## config.mk

```make
export PLATFORM = sky130hd
export DESIGN_NAME = load_align_unit
export DESIGN_NICKNAME = d
export VERILOG_FILES = /design/src/rtl/load_align_unit.sv
export SDC_FILE = /design/constraint.sdc
export NUM_CORES = 1
export LEC_CHECK = 0
export CORE_AREA = 2 2 166 168
export DETAILED_ROUTE_END_ITERATION = 12
export DIE_AREA = 0 0 168 170
export PLACE_DENSITY = 0.82
export SETUP_SLACK_MARGIN = 0.4
export SLEW_MARGIN = 20
export SYNTH_ARGS = -nofsm -noshare
export SYNTH_HDL_FRONTEND = slang
export SYNTH_SLANG_ARGS = --single-unit
```

## constraint.sdc

```tcl
create_clock -name clk -period 4.85 [get_ports clk]
set_input_delay 1.2125 -clock clk [delete_from_list [all_inputs] [get_ports clk]]
set_output_delay 1.2125 -clock clk [all_outputs]
set_load 0.02 [all_outputs]
```

## src/rtl/load_align_unit.sv

```systemverilog
// rtl/load_align_unit.sv - RISC-V load aligner: splits misaligned loads into two beats and merges/extends the result
module load_align_unit #(
  parameter int XLEN           = 64,
  parameter bit ALLOW_MISALIGN = 1'b1
) (
  input  logic            clk,
  input  logic            rst_n,
  input  logic            req_valid,
  output logic            req_ready,
  input  logic [XLEN-1:0] req_addr,
  input  logic [2:0]      req_func3,
  output logic            mem_valid,
  input  logic            mem_ready,
  output logic [XLEN-1:0] mem_addr,
  input  logic            mem_rvalid,
  input  logic [XLEN-1:0] mem_rdata,
  output logic            rsp_valid,
  input  logic            rsp_ready,
  output logic [XLEN-1:0] rsp_data,
  output logic            rsp_err
);

  localparam int W    = XLEN / 8;
  localparam int OFFW = $clog2(W);

  typedef enum logic [2:0] {IDLE, REQ0, WAIT0, REQ1, WAIT1, RESP} state_t;

  state_t          state;
  logic [OFFW-1:0] off_q;
  logic [2:0]      func3_q;
  logic [XLEN-1:0] beat0_q;

  logic [2:0] mis_mask;
  logic       in_misaligned;
  logic       in_illegal;
  logic [4:0] span;
  logic       crossing;

  // Shift the two-beat window down to the byte offset, then keep size bytes and extend.
  function automatic logic [XLEN-1:0] merge(input logic [XLEN-1:0] hi,
                                            input logic [XLEN-1:0] lo,
                                            input logic [OFFW-1:0] off,
                                            input logic [2:0]      f3);
    logic [XLEN-1:0] r;
    int              sh;
    r  = XLEN'({hi, lo} >> {off, 3'b000});
    sh = XLEN - (8 << f3[1:0]);
    if (sh > 0) begin
      r = r << sh;
      if (f3[2]) begin
        r = r >> sh;
      end else begin
        r = $unsigned($signed(r) >>> sh);
      end
    end
    return r;
  endfunction

  // Classify the incoming request: illegal encodings and natural-alignment violations.
  always_comb begin
    case (req_func3[1:0])
      2'd0:    mis_mask = 3'b000;
      2'd1:    mis_mask = 3'b001;
      2'd2:    mis_mask = 3'b011;
      default: mis_mask = 3'b111;
    endcase
    in_misaligned = |(req_addr[2:0] & mis_mask);
    in_illegal    = (req_func3 == 3'b111) ||
                    ((XLEN == 32) && ((req_func3 == 3'b011) || (req_func3 == 3'b110)));
  end

  // A latched access needs a second beat when its bytes run past the end of the word.
  assign span     = {{(5-OFFW){1'b0}}, off_q} + (5'd1 << func3_q[1:0]);
  assign crossing = span > 5'(W);

  // Main sequencer; all handshake outputs are registered here.
  always_ff @(posedge clk or negedge rst_n) begin
    if (!rst_n) begin
      state     <= IDLE;
      req_ready <= 1'b1;
      mem_valid <= 1'b0;
      mem_addr  <= '0;
      rsp_valid <= 1'b0;
      rsp_data  <= '0;
      rsp_err   <= 1'b0;
      off_q     <= '0;
      func3_q   <= '0;
      beat0_q   <= '0;
    end else begin
      case (state)
        IDLE: begin
          if (req_valid) begin
            off_q     <= req_addr[OFFW-1:0];
            func3_q   <= req_func3;
            beat0_q   <= '0;
            req_ready <= 1'b0;
            if (in_illegal || (!ALLOW_MISALIGN && in_misaligned)) begin
              state     <= RESP;
              rsp_valid <= 1'b1;
              rsp_err   <= 1'b1;
              rsp_data  <= '0;
            end else begin
              state     <= REQ0;
              mem_valid <= 1'b1;
              mem_addr  <= {req_addr[XLEN-1:OFFW], {OFFW{1'b0}}};
            end
          end
        end
        REQ0: begin
          if (mem_ready) begin
            mem_valid <= 1'b0;
            state     <= WAIT0;
          end
        end
        WAIT0: begin
          if (mem_rvalid) begin
            if (crossing) begin
              beat0_q   <= mem_rdata;
              mem_valid <= 1'b1;
              mem_addr  <= mem_addr + XLEN'(W);
              state     <= REQ1;
            end else begin
              rsp_data  <= merge('0, mem_rdata, off_q, func3_q);
              rsp_err   <= 1'b0;
              rsp_valid <= 1'b1;
              state     <= RESP;
            end
          end
        end
        REQ1: begin
          if (mem_ready) begin
            mem_valid <= 1'b0;
            state     <= WAIT1;
          end
        end
        WAIT1: begin
          if (mem_rvalid) begin
            rsp_data  <= merge(mem_rdata, beat0_q, off_q, func3_q);
            rsp_err   <= 1'b0;
            rsp_valid <= 1'b1;
            state     <= RESP;
          end
        end
        RESP: begin
          if (rsp_ready) begin
            rsp_valid <= 1'b0;
            req_ready <= 1'b1;
            state     <= IDLE;
          end
        end
        default: begin
          state <= IDLE;
        end
      endcase
    end
  end

endmodule
```

After elaboration in Yosys (flattened, before gate mapping)
Cells that the tools add are included.
{"block": "totals", "register_bits": 205, "in_bits": 137, "out_inout_bits": 132}
{"block": "op_classes", "addsub": 3, "order_cmp": 2, "eq_ne": 17, "shift": 10, "mux": 48, "n_reduce_logical": 15}
{"cell": "two-way mux 64 bit", "count": 16}
{"cell": "case mux 64 bit (2 select lines)", "count": 2}
{"cell": "case mux 64 bit (3 select lines)", "count": 1}
{"cell": "left shift 64 x 32 -> 64 bit", "count": 2}
{"cell": ">> shifter 128 x 6 -> 64 bit", "count": 1}
{"cell": ">> shifter 64 x 32 -> 64 bit", "count": 2}
{"cell": ">>> shifter 64 x 32 -> 64 bit", "count": 2}
{"cell": "adder 64 x 4 -> 64 bit, second input constant", "count": 1}
{"cell": ">> shifter 64 x 6 -> 64 bit", "count": 1}
{"cell": "greater-than comparator 32 x 1 -> 1 bit, second input constant", "count": 1}
{"cell": "left shift 4 x 2 -> 32 bit, first input constant", "count": 1}
{"cell": "subtractor 8 x 32 -> 32 bit, first input constant", "count": 1}
{"cell": "two-way mux 3 bit", "count": 8}
{"cell": "!= test 2 bit, second input constant", "count": 10}
{"cell": "case mux 3 bit (6 select lines)", "count": 1}
{"cell": "AND reduction 6 bit", "count": 3}
{"cell": "two-way mux 1 bit", "count": 16}
{"cell": "== test 3 bit, second input constant", "count": 3}
{"cell": "AND reduction 7 bit", "count": 1}
{"cell": "== test 3 x 2 -> 1 bit, second input constant", "count": 2}
{"cell": "case mux 1 bit (3 select lines)", "count": 2}
{"cell": "nonzero test 3 bit", "count": 2}
{"cell": "adder 3 x 5 -> 5 bit", "count": 1}
{"cell": "greater-than comparator 5 x 4 -> 1 bit, second input constant", "count": 1}
{"cell": "13 further kinds", "count": 14}

Depth between registers and ports, before layout
Gate-level depths: netlist (run 1).
{"block": "logic_depth", "ltp_word": 9, "mapped_depth": 17}

Worst setup path after synthesis (run 1)
OpenSTA, ideal clock, no wires.
{"block": "synth_timing", "kind": "register to register", "start": "reg off_q[1]", "end": "reg rsp_data[42]", "setup_time_ns": 0.141, "arrival_ns": 3.699, "required_ns": 4.709, "path_slack_ns": 1.009, "stages_incl_launch_ff": 15, "path_buffers": 7, "cell_sequence": "dfrtp_1 -> buf_6 -> buf_4 -> buf_2 -> buf_2 -> clkbuf_1 -> inv_1 -> fa_1 -> nor2b_1 -> a21oi_1 -> or3_1 -> a31oi_1 -> buf_2 -> buf_1 -> a31oi_1"}
{"block": "synth_between", "elab_chain_cells": 8}
{"item": "from (decl)", "line_no": "29", "text": "logic [OFFW-1:0] off_q;"}
{"item": "from (signal assigned)", "line_no": "93", "text": "off_q <= req_addr[OFFW-1:0];"}
{"item": ">> shifter 64 x 6 -> 64 bit", "line_no": "46", "text": "r = XLEN'({hi, lo} >> {off, 3'b000});"}
{"item": "left shift 64 x 32 -> 64 bit", "line_no": "49", "text": "r = r << sh;"}
{"item": ">>> shifter 64 x 32 -> 64 bit or >> shifter 64 x 32 -> 64 bit (tied branches)", "line_no": "53, 51"}
{"item": "two-way mux 64 bit", "line_no": "50", "text": "if (f3[2]) begin"}
{"item": "two-way mux 64 bit", "line_no": "48", "text": "if (sh > 0) begin"}
{"item": "two-way mux 64 bit", "line_no": "117", "text": "if (crossing) begin"}
{"item": "two-way mux 64 bit", "line_no": "116", "text": "if (mem_rvalid) begin"}
{"item": "case mux 64 bit (3 select lines)", "line_no": "90", "text": "case (state)"}
{"item": "to (signal assigned)", "line_no": "123", "text": "rsp_data <= merge('0, mem_rdata, off_q, func3_q);"}
{"item": "to (signal assigned)", "line_no": "138", "text": "rsp_data <= merge(mem_rdata, beat0_q, off_q, func3_q);"}
{"item": "to (decl)", "line_no": "19", "text": "output logic [XLEN-1:0] rsp_data,"}
Parallel ways exist; a longest one is shown, timed or not. The select of a mux whose other input is x is not followed.
A chain may end at the register's enable or synchronous reset.

Worst setup path in the final report (run 1)
{"block": "layout_timing", "start": "reg off_q[1]", "end": "reg rsp_data[26]"}
The elaborated chain is that of the path after synthesis.

==> results.sh, run 1 <==
export IMPL_gp_congestion=0.995
export IMPL_dpl_cell_area_sq_um=17000
export IMPL_holdBufCountCts=0
export IMPL_crit_chain="buf_4, buf_4, mux2i_1, nand2_1, o311a_1, a21oi_1, o21ai_0, a32oi_1, a21oi_1"
export IMPL_root_buffer="clkbuf_16"
export IMPL_critPathLaunchType="flop"
export IMPL_drtIter0Drc=2053
export IMPL_drtAntennaViolNets=0
export IMPL_rows=60
export IMPL_ys_seq_area_share_pct=35.4
export IMPL_ys_seq_elements=202
export IMPL_ioPinCount=269
export IMPL_synth_edff_count=0
export IMPL_worstMarginPinSlew_ps=1100
export IMPL_rsz0062_at_grt="false"
export IMPL_port_buffers=265
export IMPL_ys_async_sr_fraction_pct=100
export IMPL_worstReg2RegStart="off_q[1]$_DFFE_PN0P_"
export IMPL_max_clock_path_buffers=3
export IMPL_netlist_instances=1811
export IMPL_core_area_sq_um=26700
export IMPL_status="completed"
export IMPL_critPathLaunch="off_q[1]$_DFFE_PN0P_"
export IMPL_grt_max_degree=99
export IMPL_cpPeakStageDelay_ps=770
export IMPL_setup_viol=0
export IMPL_path_clk_slew_ps=60
export IMPL_dieArea_sq_um=28600
export IMPL_cts_inserted_buffers=24
export IMPL_period_needed_ps=3850
export IMPL_drcViolationCount=0
export IMPL_grt_usage_pct=35.5
export IMPL_vdd_drop_max_mv=0.448
export IMPL_cts_setup_buffers=0
export IMPL_fp_dieW_microns=168
export IMPL_period_share_pct=79.3
export IMPL_path_max_fanout=59
export IMPL_leakagePower_nw=7.04
export IMPL_dp_final_hpwl_microns=38100
export IMPL_drt_pass1_iterations=7
export IMPL_stdcell_area_sq_um=17800
export IMPL_reg2reg_slack_ps=1000
export IMPL_cts_tree="yes"
export IMPL_area_growth_pct=24.4
export IMPL_wl_per_cell_microns=22.4
export IMPL_viasPerCell=6.47
export IMPL_yosys_warnings=0
export IMPL_chipHeight_microns=170
export IMPL_drv_cap=0
export IMPL_crit_type="reg2reg"
export IMPL_min_path_type="reg2reg"
export IMPL_cp_endpoint="rsp_data[26]$_DFFE_PN0P_"
export IMPL_worstSkewPairLatency_ps=550
export IMPL_syn_area_sq_um=14300
export IMPL_cp_data_required_time_ps=5250
export IMPL_r2r_cells=9
export IMPL_num_vias=15066
export IMPL_wl_microns=52300
export IMPL_fmax_mhz=260
export IMPL_ys_types=79
export IMPL_crit_reg2reg_capture="rsp_data[26]$_DFFE_PN0P_"
export IMPL_slew_headroom_pct=26.2
export IMPL_cts_sinks=202
export IMPL_worstPathArrival_ps=4240
export IMPL_hold_viol=0
export IMPL_overflow=0
export IMPL_grt_pass1_wl_microns=79900
export IMPL_grt_pass1_vias=13727
export IMPL_antennaDiodeCount=0
export IMPL_synth_ff_type="dfrtp_1"
export IMPL_antenna_found_initial=0
export IMPL_avgSynthCellArea_sq_um=7.88
export IMPL_setup_tns_ps=0
export IMPL_post_cts_resized=0
export IMPL_htree_levels=1
export IMPL_p_per_area_nw_per_um2=711
export IMPL_slowest_stage="buf_4"
export IMPL_drive_above_1_share_pct=7.64
export IMPL_nets=2113
export IMPL_initial_core_util_pct=53.6
export IMPL_cp_end_kind="flop"
export IMPL_skew_ps=34.3
export IMPL_drv_slew=0
-- flip-flops by register name, summed over array words and instances (netlist names) --
register   flops
req_ready      1
off_q          3
rsp_valid      1
mem_addr      61
rsp_err        1
beat0_q       64
state          3
mem_valid      1
func3_q        3
rsp_data      64
-- cell usage after synthesis, types with 19 or more instances --
library cell  instances  area [sq um]
mux2_2               44           495
and3_1               19           119
o211ai_1             33           248
mux2i_1             117          1170
a31oi_1              40           250
inv_1                20          75.1
a21oi_1             183           916
dfrtp_1             201          5030
nand4_1              23           144
nand2_1             323          1210
nor2_1              166           623
buf_2                31           155
o21ai_0             165           826
o21ai_1              25           125
clkbuf_1            106           398
o22ai_1              29           181
nand3_1              33           165
-- through the flow --
step                utilization, %  hold slack (ps)  setup WS, ps  cells  total power, mW
floorplan                        -              442          1010   1813             7.88
global placement              63.7              455           866   2286             10.5
detailed placement            63.7              463           807   2286             10.6
CTS                           66.6              476          1150   2330             12.4
global route                  66.6              497           831   2330             13.3
finish                        66.6              472          1000   2330             12.6
-- worst min path at each step --
| stage | startpoint | endpoint | slack [ps] | cells past startpoint |
|---|---|---|---|---|
| floorplan | beat0_q[1]$_DFFE_PN0P_ | beat0_q[1]$_DFFE_PN0P_ | 440 | 2 |
| global placement | beat0_q[3]$_DFFE_PN0P_ | beat0_q[3]$_DFFE_PN0P_ | 450 | 2 |
| detailed placement | beat0_q[4]$_DFFE_PN0P_ | beat0_q[4]$_DFFE_PN0P_ | 460 | 2 |
| CTS | beat0_q[4]$_DFFE_PN0P_ | beat0_q[4]$_DFFE_PN0P_ | 480 | 2 |
| global route | rsp_valid$_DFFE_PN0P_ | rsp_valid$_DFFE_PN0P_ | 500 | 1 |
| finish | beat0_q[4]$_DFFE_PN0P_ | beat0_q[4]$_DFFE_PN0P_ | 470 | 2 |
-- worst max-delay path, delay by kind of cell, from the launching register on --
family | cells | cell delay, ps
flip-flops | 1 | 750
AND/OR/NAND/NOR | 1 | 80
AO/OA/AOI/OAI | 5 | 1060
buffers and inverters | 2 | 1430
multiplexers | 1 | 280
-- kinds of logic after synthesis --
family / Yosys count / synth area share, %
flops: 202 / 35.4
simple gates: 642 / 19.6
other cells: 1 / 0.0263
fa+ha+maj: 6 / 0.561
compound gates: 606 / 25.7
mux: 171 / 13.3
buf+inv: 182 / 5.32
xor+xnor: 1 / 0.0614
-- per-layer routing --
layer	share of wire [%]	track usage, %	vias up	wire [microns]
li1	-	-	6867	-
met1	41	50.0	7072	21200
met2	44	54.7	1004	22800
met3	12	6.86	123	6260
met4	3.8	12.8	0	2000
met5	0	0	-	0
-- power by group --
| part | total [mW] | internal, mW | switching, mW |
|---|---|---|---|
| registers | 3.29 | 2.41 | 0.873 |
| clock network | 1.80 | 1.03 | 0.762 |
| logic | 7.54 | 2.93 | 4.62 |
-- area by class of cell --
type / instances / area, sq um
fill: 2261 / 8890
multi-input combinational: 1429 / 8500
sequential: 202 / 5060
timing repair buffer: 292 / 2910
clock buffer: 35 / 682
tap: 341 / 427
clock inverter: 9 / 91.3
inverter: 22 / 82.6
-- layout by cell type, fill, tap and decap left out, drive strengths merged, types with 4 or more instances in the layout --
cell / netlist / routed
mux2: 44 / 44
o2bb2ai: 7 / 7
a21oi: 184 / 184
a21o: 4 / 4
clkbuf: 106 / 36
nand4: 24 / 24
a211oi: 11 / 11
a2bb2oi: 11 / 11
nor4: 5 / 5
or2: 5 / 5
nor3: 18 / 18
o21a: 9 / 9
o31ai: 14 / 14
clkinv: 1 / 7
o32ai: 5 / 5
o311ai: 5 / 5
nor2b: 10 / 10
and4: 6 / 6
and3: 19 / 19
nor2: 166 / 166
mux4: 10 / 10
a32oi: 11 / 11
or3: 5 / 5
ha: 4 / 4
a22oi: 16 / 16
o22a: 12 / 12
and2: 12 / 12
nand2: 324 / 324
mux2i: 117 / 117
o211ai: 34 / 34
nand3: 36 / 36
inv: 21 / 22
o22ai: 29 / 29
buf: 54 / 27
a31oi: 40 / 40
clkdlybuf4s50: 0 / 264
o21ai: 191 / 191
dfrtp: 201 / 201
(Power assumes the default switching activity.)
==> run 2: changes to the inputs <==
==> constraint.sdc (replaced) <==
create_clock -name clk -period 3.7 [get_ports clk]
set_input_delay 0.925 -clock clk [delete_from_list [all_inputs] [get_ports clk]]
set_output_delay 0.925 -clock clk [all_outputs]
set_load 0.02 [all_outputs]
==> run 2 against run 1 <==
Clock power increased by 33%; routed wire length decreased by 0.29%; global-route usage decreased by 0.087 points; combinational power increased by 35%; worst hold slack got worse by 37 ps.
==> results.sh, run 2 (synthesis gave the netlist of run 1 again) <==
export IMPL_status="completed"
export IMPL_dieArea_sq_um=28600
export IMPL_ioPinCount=269
export IMPL_skew_ps=11.2
export IMPL_worstMarginPinSlew_ps=905
export IMPL_grt_max_degree=129
export IMPL_fmax_mhz=324
export IMPL_cp_end_kind="flop"
export IMPL_leakagePower_nw=7.17
export IMPL_layout_commonest_cell="nand2_1"
export IMPL_setup_viol=0
export IMPL_sequentialPowerShare_pct=25.4
export IMPL_rsz0062_at_grt="false"
export IMPL_min_path_type="in2async"
export IMPL_critPathLaunchType="flop"
export IMPL_drv_slew=0
export IMPL_finalPower_mw=16.8
export IMPL_clkPwrFrac_pct=14.3
export IMPL_initial_core_util_pct=53.6
export IMPL_worstPathArrival_ps=3490
export IMPL_holdBufCountCts=0
export IMPL_core_area_sq_um=26700
export IMPL_max_clock_path_buffers=3
export IMPL_cp_data_required_time_ps=4110
export IMPL_final_cell_mix="nand2_1, clkdlybuf4s50_1, dfrtp_1, a21oi_1, nor2_1"
export IMPL_grt_pass1_vias=13900
export IMPL_cts_tree="yes"
export IMPL_cts_inserted_buffers=24
export IMPL_crit_type="reg2reg"
export IMPL_chipHeight_microns=170
export IMPL_period_share_pct=83.3
export IMPL_dp_final_hpwl_microns=38400
export IMPL_hold_viol=0
export IMPL_viasPerCell=6.45
export IMPL_antennaDiodeCount=0
export IMPL_pwr_share_comb_pct=60.3
export IMPL_dp_slack_ps=282
export IMPL_drt_pass1_iterations=6
export IMPL_drcViolationCount=0
export IMPL_final_instance_count_excl_fill=2349
export IMPL_fp_dieW_microns=168
export IMPL_layout_setup_ws_ps=617
export IMPL_internal_power_mw=8.59
export IMPL_drtAntennaViolNets=0
export IMPL_path_clk_slew_ps=60
export IMPL_num_vias=15146
export IMPL_slew_headroom_pct=39.7
export IMPL_worstSkewPairLatency_ps=530
export IMPL_period_needed_ps=3080
export IMPL_drv_cap=0
export IMPL_htree_levels=1
export IMPL_vdd_drop_max_mv=0.605
export IMPL_place_inst=2304
export IMPL_fillers=2242
export IMPL_grt_pass1_wl_microns=80000
export IMPL_cts_sinks=202
export IMPL_port_buffers=265
export IMPL_drive_above_1_share_pct=8.86
export IMPL_drtIter0Drc=2187
export IMPL_grt_usage_pct=35.4
export IMPL_wl_microns=52100
export IMPL_top_regs="beat0_q: 64 flops, rsp_data: 64 flops, mem_addr: 61 flops"
export IMPL_nets=2134
export IMPL_p_per_area_nw_per_um2=933
export IMPL_wl_per_cell_microns=22.2
export IMPL_root_buffer="clkbuf_16"
export IMPL_fin_hold_ws_ps=435
export IMPL_antenna_found_initial=0
export IMPL_path_max_fanout=30
export IMPL_switching_share_pct=48.9
export IMPL_area_growth_pct=26.2
export IMPL_overflow=0
export IMPL_p_switching_mw=8.23
export IMPL_gp_congestion=0.992
export IMPL_rows=60
export IMPL_setup_tns_ps=0
[run 2: changes by cell type in the layout (fill, tap and decap cells not counted), moves of 2 or more]
cell / change
buf_4: +14
buf_12: +6
clkbuf_1: -2
clkbuf_8: +2
[run 2: layout make-up]
cell class | instances | area, sq um | share of cell area (%)
Clock buffer | 36 | 727 | 4.03
Multi-Input combinational cell | 1430 | 8530 | 47.3
Inverter | 22 | 82.6 | 0.458
Tap cell | 341 | 427 | 2.37
Clock inverter | 6 | 60.1 | 0.333
Sequential cell | 202 | 5060 | 28.1
Timing Repair Buffer | 312 | 3130 | 17.4
[run 2: metal layers]
layer	GRT usage (%)	wire, microns	vias up
met3	7.40	6100	116
met4	10.9	1700	0
li1	-	-	6907
met2	54.4	23000	976
met1	50.4	21400	7147
met5	0	0	-
[run 2: path summary, 6_finish.rpt]
| kind | start | endpoint | slack [ps] | cells after the start |
|---|---|---|---|---|
| max | func3_q[1]$_DFFE_PN0P_ | rsp_data[18]$_DFFE_PN0P_ | 620 | 12 |
| max in group asynchronous | rst_n | req_ready$_DFFE_PN1P_ | 2380 | 2 |
| min | rst_n | mem_addr[40]$_DFFE_PN0P_ | 440 | 1 |
| min reg2reg | beat0_q[1]$_DFFE_PN0P_ | beat0_q[1]$_DFFE_PN0P_ | 470 | 2 |
| min in group clk | beat0_q[1]$_DFFE_PN0P_ | beat0_q[1]$_DFFE_PN0P_ | 470 | 2 |
| max reg2reg | func3_q[1]$_DFFE_PN0P_ | rsp_data[18]$_DFFE_PN0P_ | 620 | 12 |
[run 2: metrics by stage]
step	util, %	instance area (sq um)
after floorplan	-	14400
after global placement	64.5	17200
after detailed placement	64.5	17200
after CTS	67.5	18000
after global routing	67.6	18000
final	67.6	18000
[run 2: timing repair]
item                                    CTS  global route
gates resized for setup                   0             2
endpoints found under the setup margin    0            20
setup buffers                             0             2
[run 2: critical path, stage by stage, from the launching register on]
cell	delay [ps]
dfrtp_1	420
nor2_2	130
ha_1	180
inv_1	60
fa_1	490
nor2b_2	170
a21oi_1	80
or3_4	400
a31o_2	270
buf_4	240
nor3_2	260
buf_4	190
a21oi_1	70
[run 2: power by group through the flow]
stage	Sequential, mW	Clock [mW]	Combinational, mW
6_report	4.27	2.40	10.2
5_1_grt	4.38	2.51	10.8
4_1_cts	4.24	2.41	9.85
3_5_place_dp	4.27	0	9.81
3_3_place_gp	4.22	0	9.66
2_1_floorplan	4.65	0	5.77
